**config.mk**
```make
export PLATFORM = sky130hd
export DESIGN_NAME = uart_program_loader
export DESIGN_NICKNAME = d
export VERILOG_FILES = /design/src/rtl/loader_pkg.sv /design/src/rtl/loader_word_assembler.sv /design/src/rtl/uart_program_loader.sv
export SDC_FILE = /design/constraint.sdc
export NUM_CORES = 1
export LEC_CHECK = 0
export CAP_MARGIN = 10
export CORE_MARGIN = 5
export CORE_UTILIZATION = 47
export CTS_CLUSTER_DIAMETER = 80
export DETAILED_ROUTE_END_ITERATION = 12
export PLACE_DENSITY = 0.75
export SLEW_MARGIN = 20
export SYNTH_ARGS = -nofsm -noshare
export SYNTH_HDL_FRONTEND = slang
export SYNTH_SLANG_ARGS = --single-unit
export TNS_END_PERCENT = 10
```
**constraint.sdc**
```tcl
create_clock -name i_clock -period 2.1 [get_ports i_clock]
set_clock_uncertainty 0.05 [all_clocks]
set_input_delay 0.21 -clock i_clock [delete_from_list [all_inputs] [get_ports i_clock]]
set_output_delay 0.21 -clock i_clock [all_outputs]
set_load 0.005 [all_outputs]
```
**src/rtl/loader_pkg.sv**
```systemverilog
// Shared types and byte codes for the UART program loader.
// The CHECK state only exists when PROGLOAD_CHECKSUM_EN is defined.
package loader_pkg;

`ifdef PROGLOAD_CHECKSUM_EN
   typedef enum logic [1:0] {StIdle, StLoad, StCheck, StReply} loader_state_e;
`else
   typedef enum logic [1:0] {StIdle, StLoad, StReply} loader_state_e;
`endif

   localparam logic [7:0] CMD_LOAD = 8'h4C;
   localparam logic [7:0] CMD_EXEC = 8'h45;
   localparam logic [7:0] RSP_ACK  = 8'h4B;
   localparam logic [7:0] RSP_NACK = 8'h4E;

endpackage

```
**src/rtl/loader_word_assembler.sv**
```systemverilog
// Packs a stream of bytes into words; the finished word sits in its own register so the
// shift register can keep accepting bytes while the word is being written out.
module loader_word_assembler #(
   parameter int unsigned NB_DATA    = 32,
   parameter int unsigned NB_BYTE    = 8,
   parameter bit          BIG_ENDIAN = 1'b1
) (
   input  logic               clock_i,
   input  logic               clear_i,
   input  logic [NB_BYTE-1:0] byte_i,
   input  logic               byte_valid_i,
   output logic [NB_DATA-1:0] word_o,
   output logic               word_valid_o
);

   localparam int unsigned NumBytes = NB_DATA / NB_BYTE;
   localparam int unsigned CntWidth = (NumBytes > 1) ? $clog2(NumBytes) : 1;
   localparam logic [CntWidth-1:0] LastByte = CntWidth'(NumBytes - 1);

   logic [CntWidth-1:0] cnt_q, cnt_d;
   logic [NB_DATA-1:0]  shift_q, shift_d;
   logic [NB_DATA-1:0]  word_q, word_d;
   logic                valid_q, valid_d;

   always_comb begin
      cnt_d   = cnt_q;
      shift_d = shift_q;
      word_d  = word_q;
      valid_d = 1'b0;
      if (byte_valid_i) begin
         if (BIG_ENDIAN) begin
            shift_d = (shift_q << NB_BYTE) | NB_DATA'(byte_i);
         end else begin
            shift_d = (shift_q >> NB_BYTE) | (NB_DATA'(byte_i) << (NB_DATA - NB_BYTE));
         end
         if (cnt_q == LastByte) begin
            cnt_d   = '0;
            word_d  = shift_d;
            valid_d = 1'b1;
         end else begin
            cnt_d = cnt_q + 1'b1;
         end
      end
   end

   always_ff @(posedge clock_i) begin
      if (clear_i) begin
         cnt_q   <= '0;
         shift_q <= '0;
         word_q  <= '0;
         valid_q <= 1'b0;
      end else begin
         cnt_q   <= cnt_d;
         shift_q <= shift_d;
         word_q  <= word_d;
         valid_q <= valid_d;
      end
   end

   assign word_o       = word_q;
   assign word_valid_o = valid_q;

endmodule

```
**src/rtl/uart_program_loader.sv**
```systemverilog
// UART command front-end: 'L' streams words into instruction memory until the halt word,
// 'E' starts the CPU. Define PROGLOAD_CHECKSUM_EN to require a trailing XOR byte.
module uart_program_loader
   import loader_pkg::*;
#(
   parameter int unsigned        NB_DATA        = 32,
   parameter int unsigned        NB_BYTE        = 8,
   parameter int unsigned        NB_ADDR        = 10,
   parameter logic [NB_DATA-1:0] HALT_WORD      = 32'hF400_0000,
   parameter int unsigned        TIMEOUT_CYCLES = 1_000_000,
   parameter bit                 BIG_ENDIAN     = 1'b1
) (
   input  logic               i_clock,
   input  logic               i_reset,
   input  logic [NB_BYTE-1:0] i_rx_data,
   input  logic               i_rx_valid,
   input  logic               i_tx_busy,
   output logic [NB_BYTE-1:0] o_tx_data,
   output logic               o_tx_start,
   output logic               o_imem_wr_en,
   output logic [NB_ADDR-1:0] o_imem_addr,
   output logic [NB_DATA-1:0] o_imem_wr_data,
   output logic               o_program_loaded,
   output logic               o_exec_start,
   output logic               o_load_error,
   output logic [NB_ADDR:0]   o_word_count
);

   localparam int unsigned TmoWidth = $clog2(TIMEOUT_CYCLES + 1);
   localparam logic [NB_ADDR-1:0] AddrMax = '1;

   loader_state_e      state_q, state_d;
   logic [NB_ADDR-1:0] addr_q, addr_d;
   logic [NB_ADDR:0]   count_q, count_d;
   logic [TmoWidth-1:0] tmo_q, tmo_d;
   logic [NB_BYTE-1:0] tx_data_q, tx_data_d;
   logic               tx_start_q, tx_start_d;
   logic               loaded_q, loaded_d;
   logic               error_q, error_d;
   logic               exec_q, exec_d;
`ifdef PROGLOAD_CHECKSUM_EN
   logic [NB_BYTE-1:0] csum_q, csum_d;
`endif

   logic               cmd_load, cmd_exec, timeout, asm_clear, asm_strobe, word_valid;
   logic [NB_DATA-1:0] word;

   assign cmd_load = i_rx_valid && (i_rx_data == NB_BYTE'(CMD_LOAD));
   assign cmd_exec = i_rx_valid && (i_rx_data == NB_BYTE'(CMD_EXEC));
`ifdef PROGLOAD_CHECKSUM_EN
   assign timeout = ((state_q == StLoad) || (state_q == StCheck)) && !i_rx_valid &&
                    (tmo_q == TmoWidth'(TIMEOUT_CYCLES - 1));
`else
   assign timeout = (state_q == StLoad) && !i_rx_valid &&
                    (tmo_q == TmoWidth'(TIMEOUT_CYCLES - 1));
`endif
   // A timeout also flushes any partially assembled word.
   assign asm_clear  = !i_reset || ((state_q == StIdle) && cmd_load) || timeout;
   assign asm_strobe = i_rx_valid && (state_q == StLoad);

   loader_word_assembler #(
      .NB_DATA   (NB_DATA),
      .NB_BYTE   (NB_BYTE),
      .BIG_ENDIAN(BIG_ENDIAN)
   ) u_assembler (
      .clock_i     (i_clock),
      .clear_i     (asm_clear),
      .byte_i      (i_rx_data),
      .byte_valid_i(asm_strobe),
      .word_o      (word),
      .word_valid_o(word_valid)
   );

   always_comb begin
      state_d    = state_q;
      addr_d     = addr_q;
      count_d    = count_q;
      tmo_d      = '0;
      tx_data_d  = tx_data_q;
      tx_start_d = 1'b0;
      loaded_d   = loaded_q;
      error_d    = error_q;
      exec_d     = 1'b0;
`ifdef PROGLOAD_CHECKSUM_EN
      csum_d     = csum_q;
`endif
      unique case (state_q)
         StIdle: begin
            if (cmd_load) begin
               state_d  = StLoad;
               addr_d   = '0;
               count_d  = '0;
               loaded_d = 1'b0;
               error_d  = 1'b0;
`ifdef PROGLOAD_CHECKSUM_EN
               csum_d   = '0;
`endif
            end else if (cmd_exec) begin
               if (loaded_q) begin
                  exec_d = 1'b1;
               end else begin
                  state_d   = StReply;
                  tx_data_d = NB_BYTE'(RSP_NACK);
               end
            end
         end
         StLoad: begin
            tmo_d = i_rx_valid ? '0 : tmo_q + 1'b1;
`ifdef PROGLOAD_CHECKSUM_EN
            if (i_rx_valid) csum_d = csum_q ^ i_rx_data;
`endif
            if (timeout) begin
               error_d   = 1'b1;
               state_d   = StReply;
               tx_data_d = NB_BYTE'(RSP_NACK);
            end else if (word_valid) begin
               addr_d  = addr_q + 1'b1;
               count_d = count_q + 1'b1;
               if (word == HALT_WORD) begin
`ifdef PROGLOAD_CHECKSUM_EN
                  state_d   = StCheck;
`else
                  state_d   = StReply;
                  tx_data_d = NB_BYTE'(RSP_ACK);
                  loaded_d  = 1'b1;
`endif
               end else if (addr_q == AddrMax) begin
                  error_d   = 1'b1;
                  state_d   = StReply;
                  tx_data_d = NB_BYTE'(RSP_NACK);
               end
            end
         end
`ifdef PROGLOAD_CHECKSUM_EN
         StCheck: begin
            tmo_d = tmo_q + 1'b1;
            if (i_rx_valid) begin
               state_d = StReply;
               if (i_rx_data == csum_q) begin
                  tx_data_d = NB_BYTE'(RSP_ACK);
                  loaded_d  = 1'b1;
               end else begin
                  tx_data_d = NB_BYTE'(RSP_NACK);
                  error_d   = 1'b1;
                  loaded_d  = 1'b0;
               end
            end else if (timeout) begin
               error_d   = 1'b1;
               state_d   = StReply;
               tx_data_d = NB_BYTE'(RSP_NACK);
            end
         end
`endif
         StReply: begin
            if (!i_tx_busy) begin
               tx_start_d = 1'b1;
               state_d    = StIdle;
            end
         end
         default: state_d = StIdle;
      endcase
   end

   always_ff @(posedge i_clock) begin
      if (!i_reset) begin
         state_q    <= StIdle;
         addr_q     <= '0;
         count_q    <= '0;
         tmo_q      <= '0;
         tx_data_q  <= '0;
         tx_start_q <= 1'b0;
         loaded_q   <= 1'b0;
         error_q    <= 1'b0;
         exec_q     <= 1'b0;
`ifdef PROGLOAD_CHECKSUM_EN
         csum_q     <= '0;
`endif
      end else begin
         state_q    <= state_d;
         addr_q     <= addr_d;
         count_q    <= count_d;
         tmo_q      <= tmo_d;
         tx_data_q  <= tx_data_d;
         tx_start_q <= tx_start_d;
         loaded_q   <= loaded_d;
         error_q    <= error_d;
         exec_q     <= exec_d;
`ifdef PROGLOAD_CHECKSUM_EN
         csum_q     <= csum_d;
`endif
      end
   end

   assign o_tx_data        = tx_data_q;
   assign o_tx_start       = tx_start_q;
   assign o_imem_wr_en     = word_valid;
   assign o_imem_addr      = addr_q;
   assign o_imem_wr_data   = word;
   assign o_program_loaded = loaded_q;
   assign o_exec_start     = exec_q;
   assign o_load_error     = error_q;
   assign o_word_count     = count_q;

endmodule

```
Word level (Yosys, flattened, before mapping)
Cells that the tools add are included.
{"block": "totals", "wordCells": 106, "out_inout_bits": 66, "register_bits": 114, "inputBits": 12}
{"block": "op_classes", "reduce_logical": 22, "bitwise_logic": 6, "eq_ne": 22, "muxes": 39, "add_sub_neg": 4}
{"cell": "$mux 8", "n": 7}
{"cell": "$mux 11", "n": 3}
{"cell": "$eq 32x32->1 const B", "n": 1}
{"cell": "$or 32x8->32", "n": 1}
{"cell": "$mux 10", "n": 3}
{"cell": "$pmux 11 s2", "n": 1}
{"cell": "$add 20x1->20 const B", "n": 1}
{"cell": "$eq 20x20->1 const B", "n": 1}
{"cell": "$pmux 10 s2", "n": 1}
{"cell": "$mux 2", "n": 9}
{"cell": "$eq 8x7->1 const B", "n": 2}
{"cell": "$pmux 8 s2", "n": 1}
{"cell": "$reduce_and 5->1", "n": 3}
{"cell": "$ne 2x2->1 const B", "n": 6}
{"cell": "$add 11x1->11 const B", "n": 1}
{"cell": "$mux 1", "n": 11}
{"cell": "$add 10x1->10 const B", "n": 1}
{"cell": "$eq 10x10->1 const B", "n": 1}
{"cell": "$ne 3x3->1 const B", "n": 3}
{"cell": "$logic_and 1x1->1", "n": 6}
{"cell": "$ne 3x2->1 const B", "n": 2}
{"cell": "$pmux 2 s3", "n": 1}
{"cell": "$reduce_and 6->1", "n": 1}
{"cell": "$not 1->1", "n": 5}
{"cell": "15 further kinds", "n": 21}

Logic depth before layout (Yosys ltp)
Gate-level depths: netlist (run 1).
{"block": "logic_depth", "depth_word": 6, "mapped_depth": 8, "ltp_nobuf": 6}

Modules after synthesis
A second synthesis (run 1) with hierarchy kept.
{"block": "hier_totals", "cells_unflattened": 530, "hier_area_um2": 4914.7}
{"mod": "uart_program_loader", "seq_area_each_um2": 1001.0, "n_inst": 1, "area_each_um2": 2539.9, "cells_per_inst": 295}
{"mod": "loader_word_assembler", "seq_area_each_um2": 1181.1, "n_inst": 1, "area_each_um2": 2374.8, "cells_per_inst": 235}

Least setup slack after synthesis (run 1)
Ideal clock, no wire load.
{"block": "synth_path", "path_kind": "register to register", "startpoint": "reg state_q[0]", "endpoint": "reg addr_q[4] (netlist: o_imem_addr[4])", "slack_ps": 19, "arrival_ps": 1962, "period_less_slack_ps": 2081, "n_path_buf": 1, "setup_ps": 70, "required_time_ps": 1980, "path_stages_with_launch": 7, "path_cell_list": "dfxtp_1 or3b_1 or3_4 and3_4 buf_6 or4_1 a21oi_1"}
{"block": "synth_between", "elab_chain_len": 5, "elab_cells_between_ends": 10, "cone_classes": "4 x eq/ne; 1 x mux; 5 x reduce/logical"}
{"item": "start: declaration", "line": "uart_program_loader.sv:32", "rtl": "loader_state_e state_q, state_d;"}
{"item": "start signal: assignment", "line": "uart_program_loader.sv:166", "rtl": "state_q <= StIdle;"}
{"item": "start signal: assignment", "line": "uart_program_loader.sv:179", "rtl": "state_q <= state_d;"}
{"item": "$eq 2x1->1", "line": "uart_program_loader.sv:54, uart_program_loader.sv:87"}
{"item": "$logic_and 1x1->1 (2 in a row)", "line": "uart_program_loader.sv:54", "rtl": "assign timeout = (state_q == StLoad) && !i_rx_valid &&"}
{"item": "$ne 2x2->1 (no line)"}
{"item": "$reduce_and 4->1 (no line)"}
{"item": "end signal: assignment", "line": "uart_program_loader.sv:180", "rtl": "addr_q <= addr_d;"}
{"item": "end: declaration", "line": "uart_program_loader.sv:33", "rtl": "logic [NB_ADDR-1:0] addr_q, addr_d;"}
Several ways; a longest one is shown, not always the timed one.
A chain may end at the register's enable or synchronous reset.

Final worst setup path (run 1)
{"block": "layout_path", "startpoint": "reg state_q[0]", "endpoint": "reg count_q[10] (netlist: o_word_count[10])"}
{"block": "layout_between", "elab_chain_len": 5, "elab_cells_between_ends": 10, "cone_classes": "4 x eq/ne; 1 x mux; 5 x reduce/logical"}
{"item": "$eq 2x1->1", "line": "uart_program_loader.sv:54, uart_program_loader.sv:87"}
{"item": "$logic_and 1x1->1 (2 in a row)", "line": "uart_program_loader.sv:54"}
{"item": "$ne 2x2->1 (no line)"}
{"item": "$reduce_and 4->1 (no line)"}
{"item": "end signal: assignment", "line": "uart_program_loader.sv:181", "rtl": "count_q <= count_d;"}
{"item": "end: declaration", "line": "uart_program_loader.sv:34", "rtl": "logic [NB_ADDR:0] count_q, count_d;"}
Several ways; a longest one is shown, not always the timed one.

==> flow_metrics.env, run 1 <==
export IMPL_status="complete, no violations"
export IMPL_wl_per_cell_um=14.7
export IMPL_power_leakage_nw=2.04
export IMPL_diodes=0
export IMPL_wl_mm=11.5
export IMPL_slew_violations=0
export IMPL_ios=78
export IMPL_layout_nets=666
export IMPL_path_buf_inv=0
export IMPL_path_clk_slew_ns=0.12
export IMPL_finalSetupViolations=0
export IMPL_p_per_area_nw_per_um2=573
export IMPL_required_ns=2.35
export IMPL_cts_tree="done"
export IMPL_synth_distinct_cells=60
export IMPL_dpl_cell_area_um2=5620
export IMPL_cp_end_kind="register"
export IMPL_yosys_area_top_type="dfxtp_1"
export IMPL_holdCritPathClass="primary input to register"
export IMPL_cp_slowest_cell="or4_1"
export IMPL_ys_seq_elements=109
export IMPL_fmax_ghz=0.477
export IMPL_ys_seq_area_share_pct=48.5
export IMPL_synth_edf_count=0
export IMPL_fin_crit_sh_pct=99.8
export IMPL_first_pass_iters=5
export IMPL_drv_cap=0
export IMPL_slowest_delay_ns=0.50
export IMPL_synth_top_area_share_pct=48.5
export IMPL_async_flop_share_pct=0
export IMPL_core_area_um2=9280
export IMPL_cts_buffers=9
export IMPL_power_switching_uw=854
export IMPL_worstReg2RegStart="state_q[0]"
export IMPL_grt_max_degree=42
export IMPL_htreeDepth=3
export IMPL_path_class="register to register"
export IMPL_hold_viol=0
export IMPL_synth_commonest_cells="nand2_1 (140), dfxtp_1 (109), a21oi_1 (78), nor2_1 (33), clkbuf_1 (18)"
export IMPL_crit_family="simple AND/OR/NAND/NOR gates"
export IMPL_p_clk_share_pct=37.0
export IMPL_p_int_mw=2.60
export IMPL_cp_start_kind="register"
export IMPL_min_period_ns=2.10
export IMPL_setup_tns_final_ns=0
export IMPL_peakVddDrop_v=0.000334
export IMPL_final_antenna_net_count=0
export IMPL_antenna_found_initial=0
export IMPL_clockBufferDepth=2
export IMPL_synth_avg_cell_area_um2=8.34
export IMPL_rsz0062_at_grt="yes"
export IMPL_worst_ep_arrival_time_ns=2.35
export IMPL_synthToLayoutAreaGrowth_pct=34.1
export IMPL_die_y_um=108
export IMPL_stdcell_area_um2=6040
export IMPL_crit_start="state_q[0]"
export IMPL_drc_errors=0
export IMPL_final_layout_size_suffix_gt1_share_pct=17.4
export IMPL_combPwrFrac_pct=3.3
export IMPL_grtUsageTotal_pct=19.9
export IMPL_dr_total_vias=4225
export IMPL_drt_iter0_drc=221
export IMPL_p_seq_share_pct=59.8
export IMPL_ys_flop_type="dfxtp_1"
export IMPL_yosysMostFrequentCell="nand2_1"
export IMPL_initial_utilization_pct=48.5
export IMPL_syn_area_um2=4500
export IMPL_grt_pass1_vias=4064
export IMPL_fillers=813
export IMPL_clkSinkCount=109
export IMPL_clock_latency_ns=0.38
export IMPL_die_x_um=108
export IMPL_grt_overflow=0
export IMPL_dieArea_um2=11600
export IMPL_netlist_instances=540
export IMPL_portBuffers=74
export IMPL_viasPerCell=5.39
export IMPL_hpwl_mm=8.01
export IMPL_place_gp_congestion=0.847
export IMPL_path_cells="or3b_4 -> or3_4 -> and3_4 -> or4_1 -> a21oi_1"
export IMPL_row_count=35
export IMPL_min_delay_start="i_rx_data[6]"
export IMPL_ys_top_cells_by_area="dfxtp_1 (48%), nand2_1 (12%), a21oi_1 (8.7%), nor2_1 (2.8%), xor2_1 (2.5%)"
export IMPL_grt_pass1_wl_mm=19.0
export IMPL_yosys_warnings=0
export IMPL_whs_ns=0.182
export IMPL_cp_max_fo=8
export IMPL_root_buffer="clkbuf_8"
export IMPL_switching_share_pct=24.7
==> final timing paths <==
check / to / slack, ns / depth (start not counted)
hold reg to reg: tmo_q[0] / 0.37 / 1
setup / recovery: o_word_count[10] / 0.004 / 5
setup reg to reg: o_word_count[10] / 0.004 / 5
hold / removal: u_assembler.word_o[6] / 0.18 / 4
==> flip-flops by register name, indices dropped and copies added, names as in the netlist <==
signal / count
o_exec_start: 1
o_imem_addr: 10
o_load_error: 1
o_program_loaded: 1
o_tx_data: 3
o_tx_start: 1
o_word_count: 11
state_q: 2
tmo_q: 20
u_assembler.cnt_q: 2
u_assembler.shift_q: 24
u_assembler.word_o: 32
u_assembler.word_valid_o: 1
==> repair_timing <==
item                                    in CTS  in global routing
setup buffers                                4                  2
hold endpoints to repair                     0                  0
hold buffers                                 0                  0
gates cloned                                 2                  0
gates resized for setup                     13                 27
endpoints found under the setup margin       9                 83
pin swaps                                    9                  9
==> per-layer routing <==
layer	track usage, %	vias up	wire length [um]
met5	0	-	0
met4	6.85	0	189
met3	3.60	19	636
met2	32.7	127	5500
met1	26.2	1991	5190
li1	-	2088	-
==> kinds of logic (layout without fill, tap and decap cells) <==
kind of cell    after synthesis  count (layout)  share of synthesized area, %
fa+ha+maj                     4               4                          1.11
other cells                   1               3                        0.0833
xor+xnor                     18              18                          3.50
simple gates                253             254                          27.0
flops                       109             109                          48.5
buf+inv                      38             150                          4.59
compound gates              117             117                          15.2
==> layout make-up <==
type	instances	area (um^2)	share of cell area (%)
Multi-Input combinational cell	396	2260	37.4
Timing Repair Buffer	129	1200	19.9
Tap cell	129	161	2.67
Clock buffer	9	124	2.05
Inverter	5	18.8	0.311
Clock inverter	7	86.3	1.43
Sequential cell	109	2190	36.2
==> metrics by stage <==
| step | power, mW | instances | utilization, % | worst slack, ns |
|---|---|---|---|---|
| floorplan | 2.16 | 542 | - | 0.0187 |
| global placement | 2.22 | 760 | 60.5 | -0.387 |
| detailed placement | 2.22 | 760 | 60.5 | -0.441 |
| global route | 3.57 | 784 | 65.0 | -0.0425 |
| finish | 3.46 | 784 | 65.0 | 0.00406 |
| CTS | 3.49 | 782 | 63.8 | -0.0135 |
==> tightest hold or removal path, stage by stage <==
cell and delay, ns:
dlymetal6s2s_1 0.10, buf_4 0.12, nand2_1 0.04, a21oi_1 0.10
==> power groups by stage <==
stage / clock network (mW) / logic (mW) / registers (mW)
global route: 1.38 / 0.121 / 2.07
global placement: 0 / 0.106 / 2.11
finish: 1.28 / 0.113 / 2.07
detailed placement: 0 / 0.109 / 2.11
floorplan: 0 / 0.0442 / 2.11
CTS: 1.31 / 0.110 / 2.07
==> layout by cell type (no fill, tap or decap), drive strengths merged, types with 10 or more instances in the layout <==
cell | netlist | routed
nand2 | 140 | 140
o21ai | 12 | 12
nand3 | 13 | 13
nor4 | 10 | 10
dfxtp | 109 | 109
nor2 | 33 | 33
nand4 | 10 | 10
a21oi | 78 | 78
xor2 | 13 | 13
buf | 14 | 55
clkdlybuf4s50 | 0 | 73
No activity file was read; power rests on OpenSTA's default activity.
==> inputs of run 2 (changes only) <==
CTS_CLUSTER_DIAMETER = 100   (was 80)
==> results of run 2 <==
Final layout, timing and power as in run 1 (identical DEF).
